--- src/rtl/serial_lut_subtractor_if.sv ---
// rtl/serial_lut_subtractor_if.sv - start/done handshake and operand/result bundle for the serial subtractor
//
// Purpose: groups the request, operand and result signals of serial_lut_subtractor
// so the requester and the arithmetic unit connect through one port.
// Signals:
//   start  request; sampled only while the subtractor is idle
//   a      minuend, captured on an accepted start
//   b      subtrahend, captured on an accepted start
//   busy   high while bits are being processed
//   done   one-cycle pulse, d/bout (and ovf) valid
//   d      difference, held until the next accepted start
//   bout   unsigned borrow (a < b), held with d
//   ovf    signed overflow, present only when SERSUB_OVF_EN is defined
// Modports: master drives the request side, slave is the subtractor.

interface serial_lut_subtractor_if #(
  parameter int WIDTH = 8
);
  logic             start;
  logic [WIDTH-1:0] a;
  logic [WIDTH-1:0] b;
  logic             busy;
  logic             done;
  logic [WIDTH-1:0] d;
  logic             bout;
`ifdef SERSUB_OVF_EN
  logic             ovf;

  modport master (
    output start, a, b,
    input  busy, done, d, bout, ovf
  );

  modport slave (
    input  start, a, b,
    output busy, done, d, bout, ovf
  );
`else
  modport master (
    output start, a, b,
    input  busy, done, d, bout
  );

  modport slave (
    input  start, a, b,
    output busy, done, d, bout
  );
`endif
endinterface

--- src/rtl/serial_lut_subtractor.sv ---
// rtl/serial_lut_subtractor.sv - bit-serial LUT3 subtractor computing D = A - B, LSB first
//
// Purpose: one LUT3 full-adder cell plus a carry flip-flop evaluates A + ~B + 1 one bit
// per clock. A start/done handshake frames each operation; the unit runs WIDTH cycles,
// then pulses done for one cycle with the difference and the unsigned borrow.
// Parameters:
//   WIDTH  operand/result width in bits (>= 2)
// Ports:
//   i_clk  rising-edge clock
//   i_rst  synchronous, active-high reset
//   bus    serial_lut_subtractor_if.slave (start/a/b in, busy/done/d/bout[/ovf] out)
// Configuration macro SERSUB_OVF_EN: when defined, adds the ovf output (signed
// two's-complement overflow), captured together with bout and cleared by the next
// accepted start. When undefined there is no ovf port and no ovf flip-flop.

module serial_lut_subtractor #(
  parameter int WIDTH = 8
) (
  input  logic                   i_clk,
  input  logic                   i_rst,
  serial_lut_subtractor_if.slave bus
);

  localparam int CW = $clog2(WIDTH);
  localparam logic [CW-1:0] LAST_BIT = CW'(WIDTH - 1);

  // Truth tables of the LUT3 cell, indexed by {a0, ~b0, carry}:
  // sum is the odd-parity function, carry-out the majority function.
  localparam logic [7:0] LUT_SUM   = 8'h96;
  localparam logic [7:0] LUT_CARRY = 8'hE8;

  typedef enum logic [1:0] {
    S_IDLE = 2'd0,
    S_RUN  = 2'd1,
    S_FIN  = 2'd2
  } state_t;

  state_t           r_state;
  logic [WIDTH-1:0] r_a;
  logic [WIDTH-1:0] r_b;
  logic [WIDTH-1:0] r_d;
  logic [CW-1:0]    r_count;
  logic             r_carry;
  logic             r_bout;
  logic             r_busy;
  logic             r_done;
`ifdef SERSUB_OVF_EN
  logic             r_ovf;
`endif

  logic [2:0] w_lut_idx;
  logic       w_sum;
  logic       w_cout;

  // Inverting b0 at the cell input and seeding the carry with 1 turns the adder into A - B.
  assign w_lut_idx = {r_a[0], ~r_b[0], r_carry};
  assign w_sum     = LUT_SUM[w_lut_idx];
  assign w_cout    = LUT_CARRY[w_lut_idx];

  always_ff @(posedge i_clk) begin
    if (i_rst) begin
      r_state <= S_IDLE;
      r_a     <= '0;
      r_b     <= '0;
      r_d     <= '0;
      r_count <= '0;
      r_carry <= 1'b0;
      r_bout  <= 1'b0;
      r_busy  <= 1'b0;
      r_done  <= 1'b0;
`ifdef SERSUB_OVF_EN
      r_ovf   <= 1'b0;
`endif
    end else begin
      case (r_state)
        S_IDLE: begin
          r_done <= 1'b0;
          if (bus.start) begin
            r_a     <= bus.a;
            r_b     <= bus.b;
            r_d     <= '0;
            r_count <= '0;
            r_carry <= 1'b1;
            r_bout  <= 1'b0;
            r_busy  <= 1'b1;
`ifdef SERSUB_OVF_EN
            r_ovf   <= 1'b0;
`endif
            r_state <= S_RUN;
          end
        end

        S_RUN: begin
          // Result bits enter at the MSB so the first (LSB) bit ends up at d[0].
          r_d     <= {w_sum, r_d[WIDTH-1:1]};
          r_a     <= {1'b0, r_a[WIDTH-1:1]};
          r_b     <= {1'b0, r_b[WIDTH-1:1]};
          r_carry <= w_cout;
          r_count <= r_count + 1'b1;
          if (r_count == LAST_BIT) begin
            // Borrow/overflow are taken from the MSB cell on the way into FIN so
            // they are already valid during the done cycle.
            r_busy  <= 1'b0;
            r_done  <= 1'b1;
            r_bout  <= ~w_cout;
`ifdef SERSUB_OVF_EN
            r_ovf   <= r_carry ^ w_cout;
`endif
            r_state <= S_FIN;
          end
        end

        S_FIN: begin
          r_done  <= 1'b0;
          r_state <= S_IDLE;
        end

        default: begin
          r_busy  <= 1'b0;
          r_done  <= 1'b0;
          r_state <= S_IDLE;
        end
      endcase
    end
  end

  assign bus.busy = r_busy;
  assign bus.done = r_done;
  assign bus.d    = r_d;
  assign bus.bout = r_bout;
`ifdef SERSUB_OVF_EN
  assign bus.ovf  = r_ovf;
`endif

endmodule

--- src/flat_wrapper.sv ---
// flat-port wrapper written by rule: the top's interface ports become plain ports
module serial_lut_subtractor_flat 
#(
  parameter int WIDTH = 8
)
  (i_clk, i_rst, bus_start, bus_a, bus_b, bus_busy, bus_done, bus_d, bus_bout);
  serial_lut_subtractor_if #(.WIDTH(WIDTH)) bus_i ();
  input  logic i_clk;
  input  logic i_rst;
  input wire logic [$bits(bus_i.start)-1:0] bus_start;
  input wire logic [$bits(bus_i.a)-1:0] bus_a;
  input wire logic [$bits(bus_i.b)-1:0] bus_b;
  output wire logic [$bits(bus_i.busy)-1:0] bus_busy;
  output wire logic [$bits(bus_i.done)-1:0] bus_done;
  output wire logic [$bits(bus_i.d)-1:0] bus_d;
  output wire logic [$bits(bus_i.bout)-1:0] bus_bout;
  assign bus_i.start = bus_start;
  assign bus_i.a = bus_a;
  assign bus_i.b = bus_b;
  assign bus_busy = bus_i.busy;
  assign bus_done = bus_i.done;
  assign bus_d = bus_i.d;
  assign bus_bout = bus_i.bout;
  serial_lut_subtractor #(.WIDTH(WIDTH)) u_core (.i_clk(i_clk), .i_rst(i_rst), .bus(bus_i));
endmodule
--- config.mk ---
export PLATFORM = sky130hd
export DESIGN_NAME = serial_lut_subtractor_flat
export DESIGN_NICKNAME = d
export VERILOG_FILES = /design/src/rtl/serial_lut_subtractor_if.sv /design/src/rtl/serial_lut_subtractor.sv /design/src/flat_wrapper.sv
export SDC_FILE = /design/constraint.sdc
export NUM_CORES = 1
export LEC_CHECK = 0
export ABC_AREA = 0
export ABC_CLOCK_PERIOD_IN_PS = 1650
export CAP_MARGIN = 20
export CORE_MARGIN = 1
export CORE_UTILIZATION = 50
export DETAILED_ROUTE_END_ITERATION = 12
export GPL_ROUTABILITY_DRIVEN = 0
export PLACE_DENSITY = 0.84
export SLEW_MARGIN = 5
export SYNTH_ARGS = -nofsm -noshare
export SYNTH_HDL_FRONTEND = slang
export SYNTH_SLANG_ARGS = --single-unit
--- constraint.sdc ---
create_clock -name i_clk -period 1.65 [get_ports i_clk]
set_input_delay 0.165 -clock i_clk [delete_from_list [all_inputs] [get_ports i_clk]]
set_output_delay 0.165 -clock i_clk [all_outputs]
set_load 0.02 [all_outputs]
## After elaboration in Yosys (flattened, before gate mapping)

Memory sizes are Yosys's and may differ from the RTL's.
Cells that the tools add are included.

- Add/sub/neg operators: 1
- Magnitude comparators: 1
- Equality and inequality tests: 5
- Muxes and demuxes: 20
- Bitwise logic cells: 4
- Reductions and logical operators: 7

Operators by type and width:

| operator | number |
|---|---|
| one-hot mux 8 bit (2 select lines) | 3 |
| two-way mux 8 bit | 3 |
| two-way mux 1 bit | 6 |
| one-hot mux 3 bit (2 select lines) | 1 |
| AND reduction 3 bit | 2 |
| < comparator 3 x 4 -> 1 bit, second input constant | 1 |
| two-way mux 2 bit | 2 |
| inverter 1 bit | 4 |
| one-hot mux 1 bit (2 select lines) | 2 |
| one-hot mux 2 bit (2 select lines) | 1 |
| AND reduction 2 bit | 2 |
| adder 3 x 1 -> 3 bit, second input constant | 1 |
| equality test 3 bit, second input constant | 1 |
| two-way mux 3 bit | 1 |
| one-hot mux 1 bit (3 select lines) | 1 |
| equality test 2 x 1 -> 1 bit, second input constant | 1 |
| equality test 2 bit, second input constant | 1 |
| logical NOT 2 bit | 1 |
| inequality test 2 x 1 -> 1 bit, second input constant | 1 |
| inequality test 2 bit, second input constant | 1 |
| nonzero test 2 bit | 1 |
| OR reduction 2 bit | 1 |

- Bits in registers: 33
- Bits in read-only memories: 16
- Bits of input ports: 19
- Word-level logic and storage cells: 49
- Memories: 2

Memories:

| memory | depth | bits a word | rd ports | clocked after Yosys merged registers in | write ports | line | RTL |
|---|---|---|---|---|---|---|---|
| (no name shown) | 8 | 1 | 1 | 0 | 0 | serial_lut_subtractor.sv:58 | `assign w_cout = LUT_CARRY[w_lut_idx];` |
| (no name shown) | 8 | 1 | 1 | 0 | 0 | serial_lut_subtractor.sv:57 | `assign w_sum = LUT_SUM[w_lut_idx];` |

## Longest topological paths before layout

- Word-level depth: 6
- Mapped depth: 6
- Mapped depth without buffers: 5

## Worst setup path after synthesis

OpenSTA, ideal clock, no wires.

- Kind: reg-to-reg
- From: reg u_core.r_carry
- To: reg u_core.r_carry
- Library setup time: 0.086 ns
- Arrival: 1.191 ns
- Required time: 1.564 ns
- Path slack: 0.373 ns
- Stages on the path, launching flop included: 6
- Path buffers: 0
- Period minus slack after synthesis: 1.277 ns
- Cells stage by stage: dfxtp_1 > inv_1 > ha_1 > and2_1 > or2_2 > a221oi_2

- Word-level cells in the longest chain between the ends: 3

Ends and longest elaborated chain:

| what | line | RTL |
|---|---|---|
| start: declaration | serial_lut_subtractor.sv:43 | `logic r_carry;` |
| start signal: assignment | serial_lut_subtractor.sv:98 | `r_carry <= w_cout;` |
| memory read (8 x 1 bit) | -- |  |
| two-way mux 1 bit (implied by the code) | serial_lut_subtractor.sv:58 |  |
| one-hot mux 1 bit (2 select lines) | serial_lut_subtractor.sv:75 | `case (r_state)` |

No other way between the ends. The select of a mux whose other input is x is not followed.
A chain may end at the register's enable or synchronous reset.

## Final worst setup path

- From: reg u_core.r_d[4], in the netlist u_core.bus.d[4]
- To: out bus_d[4]

RTL lines:

| what | line | RTL |
|---|---|---|
| start: declaration | serial_lut_subtractor.sv:41 | `logic [WIDTH-1:0] r_d;` |
| start signal: assignment | serial_lut_subtractor.sv:95 | `r_d <= {w_sum, r_d[WIDTH-1:1]};` |
| end: declaration | flat_wrapper.sv:15 | `output wire logic [$bits(bus_i.d)-1:0] bus_d;` |

No word-level cell between the ends.

==> flow_summary.yaml <==
global_route:
  grt_pass1_vias: 1159
  grt_pass1_wl_um: 4974
  grt_usage_pct: 20.28
  grt_max_degree: 34
  overflow: 0
  antenna_found_initial: 0
critical_path:
  crit_path_max_incr_delay_ns: 0.62
  worstPathRequired_ns: 1.48
  cp_max_fo: 3
  cp-start-kind: "flip-flop"
  crit_chain: "clkdlybuf4s50_1"
  cp_slowest_cell: "clkdlybuf4s50_1"
  endpoint_kind: "primary output"
  crit_buf_inv: 1
  critPathTopFamily: "buffers and inverters"
  crit_type: "reg -> out"
  arrival_ns: 1.32
synthesis:
  synth_nets: 180
  synthTopCellsByArea: "dfxtp_1 44%, nor2_1 7.0%, a22oi_1 6.0%"
  yosys.area.top_type: "dfxtp_1"
  synthCells: 157
  yosysTopAreaCellShare_pct: 43.74
  synth_warnings: 0
  synthDistinctLibCells: 30
  synth_seq_cells: 33
  netlist_area_um2: 1510
  yosysSeqAreaShare_pct: 43.74
  avgSynthCellArea_um2: 9.619
cts:
  hold_buffers: 0
  cts-root-buf: "clkbuf_4"
  clk_latency_ns: 0.33
  clock-sinks: 33
  clk_path_buf_depth: 2
  postCtsSetupBuffers: 0
  cts.clk_slew.worst_paths_ns: 0.10
  cts_resized: 0
  numCtsBuffers: 5
  htreeDepth: 2
  cts_tree: "done"
status:
  status: "finished with violations"
  violations: "design-rule violations"
pwr:
  p_per_area_nw_per_um2: 912.2
  peakVddDrop_v: 0.0005669
  p_leak_nw: 0.7208
placement:
  placed_cell_area_um2: 1778
  numPortBuffers: 29
  hpwlAfterDp_um: 2016
timing:
  setup_violations: 0
  fin_tns_setup_ns: 0
  layout_min_cycle_time_ns: 1.482
  hold_viol_final: 0
  min_period_over_period_pct: 89.82
  fmax_mhz: 674.7
  slew_headroom_pct: 72.14
  finClkSkew_ns: 0.002868
  timing.final.max_slew_violations: 0
  tightest_slew_ns: 0.4170
  rsz0062_at_grt: "no"
floorplanning:
  initial_core_util_pct: 53.84
  dieWidth_um: 56.96
  core_area_um2: 2805
  die_h_um: 56.96
  dieArea_um2: 3244
  io_pins: 30
  rows: 19
job:
  max-cap-violations: 0
cells_and_area:
  fill_cells: 235
  drive_above_1_share_pct: 16.58
  area_growth_pct: 22.37
  num_antenna_cells: 0
  final_area_um2: 1848
  nets: 209
route:
  drt_iter0_markers: 56
  dr.pass1.iters: 8
  ant_nets: 0
  drc: 7
  wl_per_cell_um: 13.53
  wl_um: 2950
  num_vias: 1206
  vias_per_cell: 5.532
min_path:
  holdCritPathClass: "in -> reg"
[through the flow]
step	power (mW)	cells	setup WS, ns	hold WS (ns)	util (%)
finish	1.686	218	0.1679	0.3798	65.88
global route	1.768	218	0.09453	0.3708	65.88
CTS	1.702	218	0.1472	0.3607	65.88
detailed placement	1.193	210	0.1441	0.4725	63.38
global placement	1.180	210	0.1868	0.4686	63.38
floorplan	1.116	157	0.3731	0.3060	-
[final timing paths]
check / startpoint / to / slack, ns / depth (start not counted)
min reg2reg: u_core.bus.bout / u_core.bus.bout / 0.49 / 2
min: bus_a[2] / u_core.r_a[2] / 0.38 / 3
max: u_core.bus.d[4] / bus_d[4] / 0.17 / 1
max reg2reg: u_core.r_carry / u_core.r_carry / 0.27 / 5
[Yosys cell counts]
master / count
a211oi_1: 9
a211oi_2: 5
a21o_1: 1
a21oi_1: 9
a21oi_2: 6
a221oi_1: 1
a221oi_2: 1
a22oi_1: 12
a311oi_2: 1
and2_1: 1
buf_12: 2
buf_2: 1
buf_6: 5
buf_8: 1
clkbuf_1: 4
dfxtp_1: 33
ha_1: 4
inv_1: 2
nand2_1: 15
nand2b_1: 5
nor2_1: 28
nor2b_4: 1
nor3_1: 1
nor3b_1: 3
o211ai_1: 1
o21ai_0: 1
o21ba_2: 1
o21bai_4: 1
or2_2: 1
xor2_1: 1
[area by class of cell]
cell class | instances | area (µm²) | area share (%)
sequential | 33 | 660.6 | 35.75
multi-input combinational | 109 | 710.7 | 38.46
inverter | 2 | 7.507 | 0.4062
timing repair buffer | 35 | 360.3 | 19.50
tap | 31 | 38.79 | 2.099
clock inverter | 1 | 5.005 | 0.2708
clock buffer | 7 | 65.06 | 3.521
[cell usage in the layout (no fill, tap or decap), drive strengths merged]
master	instances
a22oi	12
nor2	28
or2	1
nand2	15
nand2b	5
a21o	1
inv	2
o211ai	1
o21ai	1
a211oi	14
clkdlybuf4s50	29
xor2	1
clkinv	1
a311oi	1
a221oi	2
and2	1
o21bai	1
a21oi	15
o21ba	1
clkbuf	7
nor2b	1
buf	6
dfxtp	33
nor3b	3
nor3	1
ha	4
[flip-flops by register name, indices dropped and copies added, names as in the netlist]
name	count
u_core.r_carry	1
u_core.r_a	8
u_core.r_state	2
u_core.r_count	3
u_core.r_b	8
u_core.bus.bout	1
u_core.bus.d	8
u_core.bus.done	1
u_core.bus.busy	1
[logic make-up after synthesis]
family,synth area share (%)
xor gates and xnor gates,0.5801
DFF,43.74
AOI/OAI and AO/OA,26.84
buffers and inverters,9.195
and+or+nand+nor,16.32
adders and majority gates,3.314
[power breakdown]
| group | switching [mW] | internal (mW) | leakage, nW |
|---|---|---|---|
| registers | 0.0314 | 0.845 | 0.271 |
| clock network | 0.264 | 0.247 | 0.0413 |
| logic | 0.154 | 0.145 | 0.409 |
| total | 0.450 | 1.24 | 0.721 |
[routing by layer]
layer	share of wire (%)	routed length, µm	vias up	track usage, %
met2	49	1440	31	34.29
met3	5.6	165	2	7.256
met5	0	0	-	0
met1	45	1315	565	22.88
li1	-	-	608	-
met4	0.92	27	0	9.408
[worst register-to-register path, stage by stage, from the launching register on]
cell and delay (ns):
dfxtp_1 0.36, inv_1 0.07, ha_1 0.19, and2_1 0.16, or2_2 0.30, a221oi_2 0.22
Power figures use the tool's default switching activity.
